--- src/rtl/com_ctrl_pkg.sv ---
// Shared types for the multi-channel task controller.
// Channel state encoding lives here so top, channel and tools agree.
package com_ctrl_pkg;

  typedef enum logic [1:0] {
    ST_IDLE = 2'b00,
    ST_RUN  = 2'b01,
    ST_PEND = 2'b10
  } state_t;

  function automatic int cnt_w(input int n);
    return $clog2(n + 1);
  endfunction

endpackage

--- src/rtl/com_ctrl_multitask_if.sv ---
// Scheduler-side bundle of the multi-channel task controller.
// master = scheduler/engines, slave = controller.
interface com_ctrl_multitask_if #(
  parameter int CHANNELS  = 4,
  parameter int TIMEOUT_W = 16
);
  import com_ctrl_pkg::*;

  localparam int CW = cnt_w(CHANNELS);

  logic [CHANNELS-1:0]  start_signal;
  logic [CHANNELS-1:0]  done_signal;
  logic [TIMEOUT_W-1:0] timeout_limit;
  logic [CHANNELS-1:0]  timeout_clr;
  logic [CHANNELS-1:0]  running;
  logic [CHANNELS-1:0]  finish_pulse;
  logic [CHANNELS-1:0]  timeout_flag;
  logic [CW-1:0]        busy_count;

  modport master (
    output start_signal,
    output done_signal,
    output timeout_limit,
    output timeout_clr,
    input  running,
    input  finish_pulse,
    input  timeout_flag,
    input  busy_count
  );

  modport slave (
    input  start_signal,
    input  done_signal,
    input  timeout_limit,
    input  timeout_clr,
    output running,
    output finish_pulse,
    output timeout_flag,
    output busy_count
  );

endinterface

--- src/rtl/com_ctrl_chan.sv ---
// One task channel: FSM, depth-1 start queue, timeout counter
// and sticky timeout flag. All outputs registered from state.
module com_ctrl_chan
  import com_ctrl_pkg::*;
#(
  parameter bit POLARITY    = 1'b1,
  parameter int TIMEOUT_W   = 16,
  parameter int QUEUE_START = 1
) (
  input  logic                 clk,
  input  logic                 rst,
  input  logic                 start,
  input  logic                 done,
  input  logic                 clr,
  input  logic [TIMEOUT_W-1:0] limit,
  output logic                 running,
  output logic                 finish,
  output logic                 flag,
  output logic                 is_run
);

  state_t               state;
  logic                 queued;
  logic [TIMEOUT_W-1:0] cnt;
  logic                 hit_q;
  logic                 hit;
  logic                 qstart;

  assign is_run = (state == ST_RUN);
  assign qstart = start && (QUEUE_START != 0);
  assign hit    = is_run && (limit != '0)
               && (cnt == limit - 1'b1);

  always_ff @(posedge clk or negedge rst) begin
    if (!rst) begin
      state   <= ST_IDLE;
      queued  <= 1'b0;
      cnt     <= '0;
      hit_q   <= 1'b0;
      running <= ~POLARITY;
      finish  <= 1'b0;
      flag    <= 1'b0;
    end else begin
      running <= is_run ? POLARITY : ~POLARITY;
      finish  <= (state == ST_PEND);
      // hit_q lines the flag up with finish_pulse
      flag    <= hit_q | (flag & ~clr);
      hit_q   <= 1'b0;
      case (state)
        ST_IDLE: begin
          if (start || queued) begin
            state  <= ST_RUN;
            cnt    <= '0;
            queued <= 1'b0;
          end
        end
        ST_RUN: begin
          if (cnt != '1) cnt <= cnt + 1'b1;
          if (qstart) queued <= 1'b1;
          if (done) begin
            state <= ST_PEND;
          end else if (hit) begin
            state <= ST_PEND;
            hit_q <= 1'b1;
          end
        end
        ST_PEND: begin
          state <= ST_IDLE;
          if (qstart) queued <= 1'b1;
        end
        default: state <= ST_IDLE;
      endcase
    end
  end

endmodule

--- src/rtl/com_ctrl_multitask.sv ---
// Multi-channel task controller: independent channels plus a
// registered count of channels currently running.
module com_ctrl_multitask
  import com_ctrl_pkg::*;
#(
  parameter int CHANNELS    = 4,
  parameter bit POLARITY    = 1'b1,
  parameter int TIMEOUT_W   = 16,
  parameter int QUEUE_START = 1
) (
  input logic                 clk,
  input logic                 rst,
  com_ctrl_multitask_if.slave bus
);

  localparam int CW = cnt_w(CHANNELS);

  logic [CHANNELS-1:0] is_run;
  logic [CW-1:0]       pop;

  for (genvar i = 0; i < CHANNELS; i++) begin : g_ch
    com_ctrl_chan #(
      .POLARITY    (POLARITY),
      .TIMEOUT_W   (TIMEOUT_W),
      .QUEUE_START (QUEUE_START)
    ) u_chan (
      .clk     (clk),
      .rst     (rst),
      .start   (bus.start_signal[i]),
      .done    (bus.done_signal[i]),
      .clr     (bus.timeout_clr[i]),
      .limit   (bus.timeout_limit),
      .running (bus.running[i]),
      .finish  (bus.finish_pulse[i]),
      .flag    (bus.timeout_flag[i]),
      .is_run  (is_run[i])
    );
  end

  always_comb begin
    pop = '0;
    for (int i = 0; i < CHANNELS; i++) begin
      pop = pop + CW'(is_run[i]);
    end
  end

  always_ff @(posedge clk or negedge rst) begin
    if (!rst) bus.busy_count <= '0;
    else      bus.busy_count <= pop;
  end

endmodule

--- src/flat_wrapper.sv ---
// flat-port wrapper written by rule: the top's interface ports become plain ports
module com_ctrl_multitask_flat import com_ctrl_pkg::*;
#(
  parameter int CHANNELS    = 4,
  parameter bit POLARITY    = 1'b1,
  parameter int TIMEOUT_W   = 16,
  parameter int QUEUE_START = 1
)
  (clk, rst, bus_start_signal, bus_done_signal, bus_timeout_limit, bus_timeout_clr, bus_running, bus_finish_pulse, bus_timeout_flag, bus_busy_count);
  com_ctrl_multitask_if #(.CHANNELS(CHANNELS), .TIMEOUT_W(TIMEOUT_W)) bus_i ();
  input logic clk;
  input logic rst;
  input wire logic [$bits(bus_i.start_signal)-1:0] bus_start_signal;
  input wire logic [$bits(bus_i.done_signal)-1:0] bus_done_signal;
  input wire logic [$bits(bus_i.timeout_limit)-1:0] bus_timeout_limit;
  input wire logic [$bits(bus_i.timeout_clr)-1:0] bus_timeout_clr;
  output wire logic [$bits(bus_i.running)-1:0] bus_running;
  output wire logic [$bits(bus_i.finish_pulse)-1:0] bus_finish_pulse;
  output wire logic [$bits(bus_i.timeout_flag)-1:0] bus_timeout_flag;
  output wire logic [$bits(bus_i.busy_count)-1:0] bus_busy_count;
  assign bus_i.start_signal = bus_start_signal;
  assign bus_i.done_signal = bus_done_signal;
  assign bus_i.timeout_limit = bus_timeout_limit;
  assign bus_i.timeout_clr = bus_timeout_clr;
  assign bus_running = bus_i.running;
  assign bus_finish_pulse = bus_i.finish_pulse;
  assign bus_timeout_flag = bus_i.timeout_flag;
  assign bus_busy_count = bus_i.busy_count;
  com_ctrl_multitask #(.CHANNELS(CHANNELS), .POLARITY(POLARITY), .TIMEOUT_W(TIMEOUT_W), .QUEUE_START(QUEUE_START)) u_core (.clk(clk), .rst(rst), .bus(bus_i));
endmodule
--- config.mk ---
export PLATFORM = sky130hd
export DESIGN_NAME = com_ctrl_multitask_flat
export DESIGN_NICKNAME = d
export VERILOG_FILES = /design/src/rtl/com_ctrl_pkg.sv /design/src/rtl/com_ctrl_multitask_if.sv /design/src/rtl/com_ctrl_chan.sv /design/src/rtl/com_ctrl_multitask.sv /design/src/flat_wrapper.sv
export SDC_FILE = /design/constraint.sdc
export NUM_CORES = 1
export LEC_CHECK = 0
export CORE_MARGIN = 4
export CORE_UTILIZATION = 55
export CTS_CLUSTER_SIZE = 20
export DETAILED_ROUTE_END_ITERATION = 8
export GPL_TIMING_DRIVEN = 0
export PLACE_DENSITY_LB_ADDON = 0.25
export SLEW_MARGIN = 40
export SYNTH_ARGS = -nofsm -noshare
export SYNTH_HDL_FRONTEND = slang
export SYNTH_SLANG_ARGS = --single-unit
--- constraint.sdc ---
create_clock -name clk -period 4.6 [get_ports clk]
set_input_delay 1.15 -clock clk [delete_from_list [all_inputs] [get_ports clk]]
set_output_delay 1.15 -clock clk [all_outputs]
set_load 0.005 [all_outputs]
Word level (Yosys, flattened, before mapping)

Index checks and enable logic that the tools add are counted.

Register bits: 95
Latch bits: 0
Memory bits (writable): 0
Memory bits (read-only): 0
Bits of input ports: 30
Output and inout port bits: 15
Word-level logic and storage cells: 178
Memories: 0

Add/sub/neg operators: 8
$mul: 0
Div/mod/pow operators: 0
Order comparisons: 0
Equality and inequality tests: 32
Shift operators: 0
Muxes and demuxes: 56
Bitwise operators: 12
Reduce and logical (&&, ||, !) cells: 41

Operator list:

| cell                                                                     | count |
|---|---|
| 16-bit 2-to-1 mux                                                        | 8 |
| 16-bit one-hot mux with 2 select lines                                   | 4 |
| 16-bit by 1-bit adder with 16-bit output (second input constant)         | 4 |
| 16-bit == test                                                           | 4 |
| 16-bit inequality test (second input constant)                           | 4 |
| 1-bit 2-to-1 mux                                                         | 24 |
| 2-bit 2-to-1 mux                                                         | 12 |
| 3-bit AND reduction                                                      | 8 |
| 2-bit by 1-bit inequality test with 1-bit output (second input constant) | 8 |
| 2-bit one-hot mux with 2 select lines                                    | 4 |
| 16-bit nonzero test                                                      | 1 |
| 2-bit nonzero test                                                       | 8 |
| 16-bit by 1-bit subtractor with 16-bit output (second input constant)    | 1 |
| 3-bit by 2-bit inequality test with 1-bit output (second input constant) | 4 |
| 2-bit by 1-bit == test with 1-bit output (second input constant)         | 4 |
| 2-bit == test (second input constant)                                    | 4 |
| 1-bit logical AND                                                        | 8 |
| 2-bit zero test                                                          | 4 |
| 2-bit inequality test (second input constant)                            | 4 |
| 1-bit one-hot mux with 2 select lines                                    | 4 |
| 2-bit AND reduction                                                      | 4 |
| 2-bit OR reduction                                                       | 4 |
| 3-bit by 1-bit adder with 3-bit output                                   | 2 |
| 1-bit AND                                                                | 4 |
| 4 further kinds                                                          | 13 |

Longest topological paths before layout

Word-level depth: 6
Depth in mapped cells: 12

Cells and area by module

Synthesis repeated with hierarchy kept, for this count alone.

Cells, all modules: 949
Area, all modules: 7792.5 um^2

By module, submodules not included:

| module                                    | times used | cells each | area an instance (um^2) | seq. area each (um^2) |
|---|---|---|---|---|
| com_ctrl_chan (u_core.g_ch[1].u_chan ...) | 3          | 238        | 1931.9                  | 575.6 |
| com_ctrl_chan (u_core.g_ch[0].u_chan)     | 1          | 224        | 1858.0                  | 575.6 |
| com_ctrl_multitask                        | 1          | 11         | 138.9                   | 75.1 |

Least setup slack after synthesis

OpenSTA, ideal clock, no wires.

Path type: in2reg
From: input port bus_timeout_limit[0]
To: register u_core.g_ch[0].u_chan.state[0]
Library setup time: 0.125 ns
Arrival: 3.691 ns
Data required time: 4.475 ns
Path slack: 0.784 ns
Stages on the path: 11
Buffers on the path: 2
Cells stage by stage: buf_6 -> inv_1 -> ha_1 -> buf_2 -> or3b_2 -> nor4_1 -> xnor3_1 -> o2111ai_1 -> nor4_2 -> o31ai_2 -> mux2_4

Cells in the longest elaborated chain, start to end: 5

Ends and longest elaborated chain:

| element                                                                              | RTL line                                 | RTL |
|---|---|---|
| start, declared                                                                      | flat_wrapper.sv:15                       | `input wire logic [$bits(bus_i.timeout_limit)-1:0] bus_timeout_limit;` |
| 16-bit by 1-bit subtractor with 16-bit output or 16-bit nonzero test (tied branches) | com_ctrl_chan.sv:32, com_ctrl_chan.sv:31 |  |
| 16-bit == test or 1-bit logical AND (tied branches)                                  | com_ctrl_chan.sv:32, com_ctrl_chan.sv:31 |  |
| 1-bit logical AND *                                                                  | com_ctrl_chan.sv:32                      | `&& (cnt == limit - 1'b1);` |
| 3-bit by 2-bit inequality test with 1-bit output (no source line) *                  | -                                        |  |
| 2-bit AND reduction (no source line) *                                               | -                                        |  |
| end signal, assigned                                                                 | com_ctrl_chan.sv:36                      | `state <= ST_IDLE;` |
| end signal, assigned                                                                 | com_ctrl_chan.sv:52                      | `state <= ST_RUN;` |
| end signal, assigned                                                                 | com_ctrl_chan.sv:61                      | `state <= ST_PEND;` |
| end, declared                                                                        | com_ctrl_chan.sv:22                      | `state_t state;` |

Every way passes the cells marked *; elsewhere a longest branch is shown, timed or not.
A chain may end at the register's enable or synchronous reset.

Final worst setup path

From: input port bus_timeout_limit[1]
To: register u_core.g_ch[3].u_chan.state[0]

Cells in the longest elaborated chain, start to end: 5

Ends and longest elaborated chain:

| element                                                                              | RTL line |
|---|---|
| 16-bit by 1-bit subtractor with 16-bit output or 16-bit nonzero test (tied branches) | com_ctrl_chan.sv:32, com_ctrl_chan.sv:31 |
| 16-bit == test or 1-bit logical AND (tied branches)                                  | com_ctrl_chan.sv:32, com_ctrl_chan.sv:31 |
| 1-bit logical AND *                                                                  | com_ctrl_chan.sv:32 |
| 3-bit by 2-bit inequality test with 1-bit output (no source line) *                  | - |
| 2-bit AND reduction (no source line) *                                               | - |
| end signal, assigned                                                                 | com_ctrl_chan.sv:36 |
| end signal, assigned                                                                 | com_ctrl_chan.sv:52 |
| end signal, assigned                                                                 | com_ctrl_chan.sv:61 |
| end, declared                                                                        | com_ctrl_chan.sv:22 |

Marked as above.

==> key figures <==
Outcome
  • Status: finished clean

Placed design
  • Post-DP HPWL: 14200 µm
  • I/O Buffers: 37
  • Placed cell count: 1005
  • GPL Wtd Cong: 1.04

Worst hold path
  • Hold Crit Class: reg -> reg
  • Hold endpoint: u_core.g_ch[3].u_chan.flag
  • Hold Path Cell Cnt: 1
  • Worst hold start: u_core.g_ch[3].u_chan.hit_q

Logic synthesis
  • FFs w/ async S/R, synth: 100%
  • Flop and latch count out of synthesis: 95
  • Share of the synthesized area in the top cell type: 33.5%
  • Yosys warnings: 0
  • Cells after synthesis: 795
  • Number of flops mapped to enable cells by yosys: 0
  • Synth cell types: 80
  • Syn nets: 850
  • Syn avg cell area: 8.93 µm²
  • Cell Area, Synth: 7100 µm²
  • Sequential fraction of the synthesis area: 33.5%
  • Top cells by area, synth: dfrtp_1 33%, xnor3_1 5.4%, xnor2_1 5.1%
  • Largest area contributor in the synthesized netlist: dfrtp_1
  • Predominant post-synthesis flop cell: dfrtp_1

Clock tree
  • CTS buffer count: 9
  • Root Buffer: clkbuf_16
  • Clock Path Buffers: 2
  • Clk_lat worst skew: 0.35 ns
  • Post-CTS Hold Fix Bufs: 0
  • CTS clk-pin slew, worst paths: 0.06 ns
  • Max H-tree Level: 3
  • # clock sinks: 95
  • CTS tree: done

Power and ir drop
  • Maximum vdd drop: 0.000257 V
  • LEAKAGE: 3.40 nW
  • Power per cell area: 379 nW/µm²

Critical path
  • Flop-to-flop setup slack: 1.55 ns
  • CP max FO: 10
  • Critical Setup Path Class: in -> reg
  • CP arrival: 4.69 ns
  • Setup crit start kind: input pin
  • CP required: 4.86 ns
  • R2R Path Start: u_core.g_ch[1].u_chan.state[1]
  • Kind of end point of the critical path: flip-flop
  • Reg2reg end: u_core.g_ch[1].u_chan.cnt[13]
  • R2R depth: 10
  • Crit path from: bus_timeout_limit[1]

Global routing
  • Initial antenna violation count: 0
  • Vias in the first global route: 6131
  • Total track usage: 26.7%
  • Largest net degree at the start of global routing: 55
  • First-pass GRT wire length: 31100 µm
  • Global route total overflow: 0

STA
  • Fin crit period: 4.42 ns
  • Unrepaired setup endpoints after global routing: no
  • # setup viols final: 0
  • Final Max Slew Viols: 0
  • Hold Fails Final Rpt: 0
  • Fmax: 226 MHz
  • Slew HR: 35.3%
  • Slew at the pin closest to its max-slew limit: 0.964 ns
  • Period utilization: 96.2%
  • Skew final: 0.00484 ns

Drt
  • Remaining DRCs: 0
  • DRT Pass-1 Iters: 5
  • Routed WL: 19000 µm
  • DRT antenna net count: 0
  • DRT iter0 DRCs: 717
  • Wirelength per Cell: 18.6 µm
  • Via-to-Cell Ratio: 6.19
  • Vias: 6324

Final layout
  • Fill count: 1090
  • Area of the multi-input gates: 4330 µm²
  • ANT cells: 0
  • Final #Nets: 899
  • Final Core Density: 64.2%
  • Area delta synth->final: 14.1%
  • Finished Layout Cells: 1021
  • Ratio of cells with drive above 1 in the final layout: 8.60%
  • Register Area: 2380 µm²

Job
  • MaxCap Viol Count: 0

Die
  • Std cell rows: 41
  • Number of placed I/O pins: 45
  • Core area: 12600 µm²
  • Starting Density: 56.3%
  • Die Span X: 122 µm
  • Die area: 14800 µm²
  • Die Span Y: 122 µm
[cell type report]
class / instances / share of cell area, %
Inverter: 38 / 1.76
Multi-Input combinational cell: 604 / 53.5
Sequential cell: 95 / 29.4
Buffer: 58 / 3.72
Tap cell: 172 / 2.66
Clock buffer: 13 / 3.21
Timing Repair Buffer: 38 / 4.97
Clock inverter: 3 / 0.803
[cell families (layout without fill, tap and decap cells)]
logic type	count (synthesis)	after routing	share of synthesized area [%]
simple gates	320	320	24.2
xor+xnor	93	93	15.0
fa+ha+maj	25	25	4.51
compound gates	158	158	15.4
mux	8	8	1.23
flops	95	95	33.5
buf+inv	96	150	6.24
[worst max-delay path by stage]
stage | end | cells past startpoint
6_report | u_core.g_ch[3].u_chan.state[0] | 12
5_1_grt | u_core.g_ch[3].u_chan.state[0] | 12
4_1_cts | u_core.g_ch[3].u_chan.state[0] | 12
3_5_place_dp | u_core.g_ch[3].u_chan.state[0] | 12
3_3_place_gp | u_core.g_ch[3].u_chan.queued | 1
2_1_floorplan | u_core.g_ch[0].u_chan.state[0] | 11
[timing repair]
item / 4_1_cts / 5_1_grt
resized for setup: 1 / 5
setup buffers: 0 / 0
endpoints found under the setup margin: 1 / 2
[synthesized netlist by cell type (5+ instances only)]
cell type and count:
nor2_1 65, a21oi_1 31, xor2_1 34, nand3b_1 5, a211oi_1 10, o21ai_0 40
and3_1 9, nand2b_1 6, ha_1 24, buf_2 6, o2111ai_1 9, xnor2_1 41
and2_1 15, nand4_1 17, o31ai_1 10, a21o_1 6, mux2i_1 5, dfrtp_1 95
nor3_1 20, nand3_1 29, nor2b_1 7, and4_1 6, nor4_1 14, nand2_1 76
clkbuf_1 35, or2_2 7, buf_4 12, inv_1 38, xnor3_1 17, or3_1 19
[critical path, stage by stage]
cell,delay (ns)
clkdlybuf4s50_1,0.61
inv_1,0.10
ha_1,0.18
buf_2,0.18
or3b_2,0.25
clkbuf_1,0.50
nor3_1,0.15
a221oi_1,0.34
nand4_1,0.17
nor4_1,0.53
mux2_2,0.40
o2111ai_1,0.11
[through the flow]
step	hold WS, ns	TNS (ns)	total power [mW]	instance area, µm²	setup WS, ns
2_1_floorplan	0.404	0	1.88	7100	0.784
3_3_place_gp	0.411	-110.73	2.19	7680	-1.13
5_1_grt	0.460	0	3.29	8100	0.0733
4_1_cts	0.436	0	3.08	8060	0.143
6_report	0.432	0	3.07	8100	0.175
3_5_place_dp	0.422	-2.27	2.26	7730	-0.430
[power by group]
| part | internal [mW] | switching [mW] | total [mW] |
|---|---|---|---|
| clock network | 0.505 | 0.313 | 0.818 |
| logic | 0.486 | 0.701 | 1.19 |
| registers | 0.967 | 0.0985 | 1.07 |
[cell usage in the layout, fill, tap and decap left out, types with 10 or more instances in the layout]
cell              n
dfrtp_1          95
nand2_1          76
nor2_1           64
xnor2_1          41
o21ai_0          40
inv_1            38
clkbuf_1         36
clkdlybuf4s50_1  36
xor2_1           34
a21oi_1          31
nand3_1          29
ha_1             24
or3_1            19
nor3_1           19
nand4_1          17
xnor3_1          17
and2_1           15
buf_4            12
nor4_1           11
a211oi_1         10
o31ai_1          10
[layer usage]
| metal | vias to the layer above | routed length (µm) | GRT usage (%) | share of wire, % |
|---|---|---|---|---|
| met5 | - | 0 | 0 | 0 |
| met4 | 0 | 480 | 9.17 | 2.5 |
| met3 | 51 | 1520 | 5.57 | 8.0 |
| met2 | 295 | 9040 | 44.0 | 48 |
| met1 | 3054 | 7990 | 35.2 | 42 |
| li1 | 2924 | - | - | - |
[registers in the layout (all words and copies together), names as in the netlist]
| register | count |
|---|---|
| u_core.g_ch.u_chan.finish | 4 |
| u_core.g_ch.u_chan.cnt | 64 |
| u_core.bus.busy_count | 3 |
| u_core.g_ch.u_chan.queued | 4 |
| u_core.g_ch.u_chan.flag | 4 |
| u_core.g_ch.u_chan.state | 8 |
| u_core.g_ch.u_chan.running | 4 |
| u_core.g_ch.u_chan.hit_q | 4 |
Power figures use the tool's default switching activity.
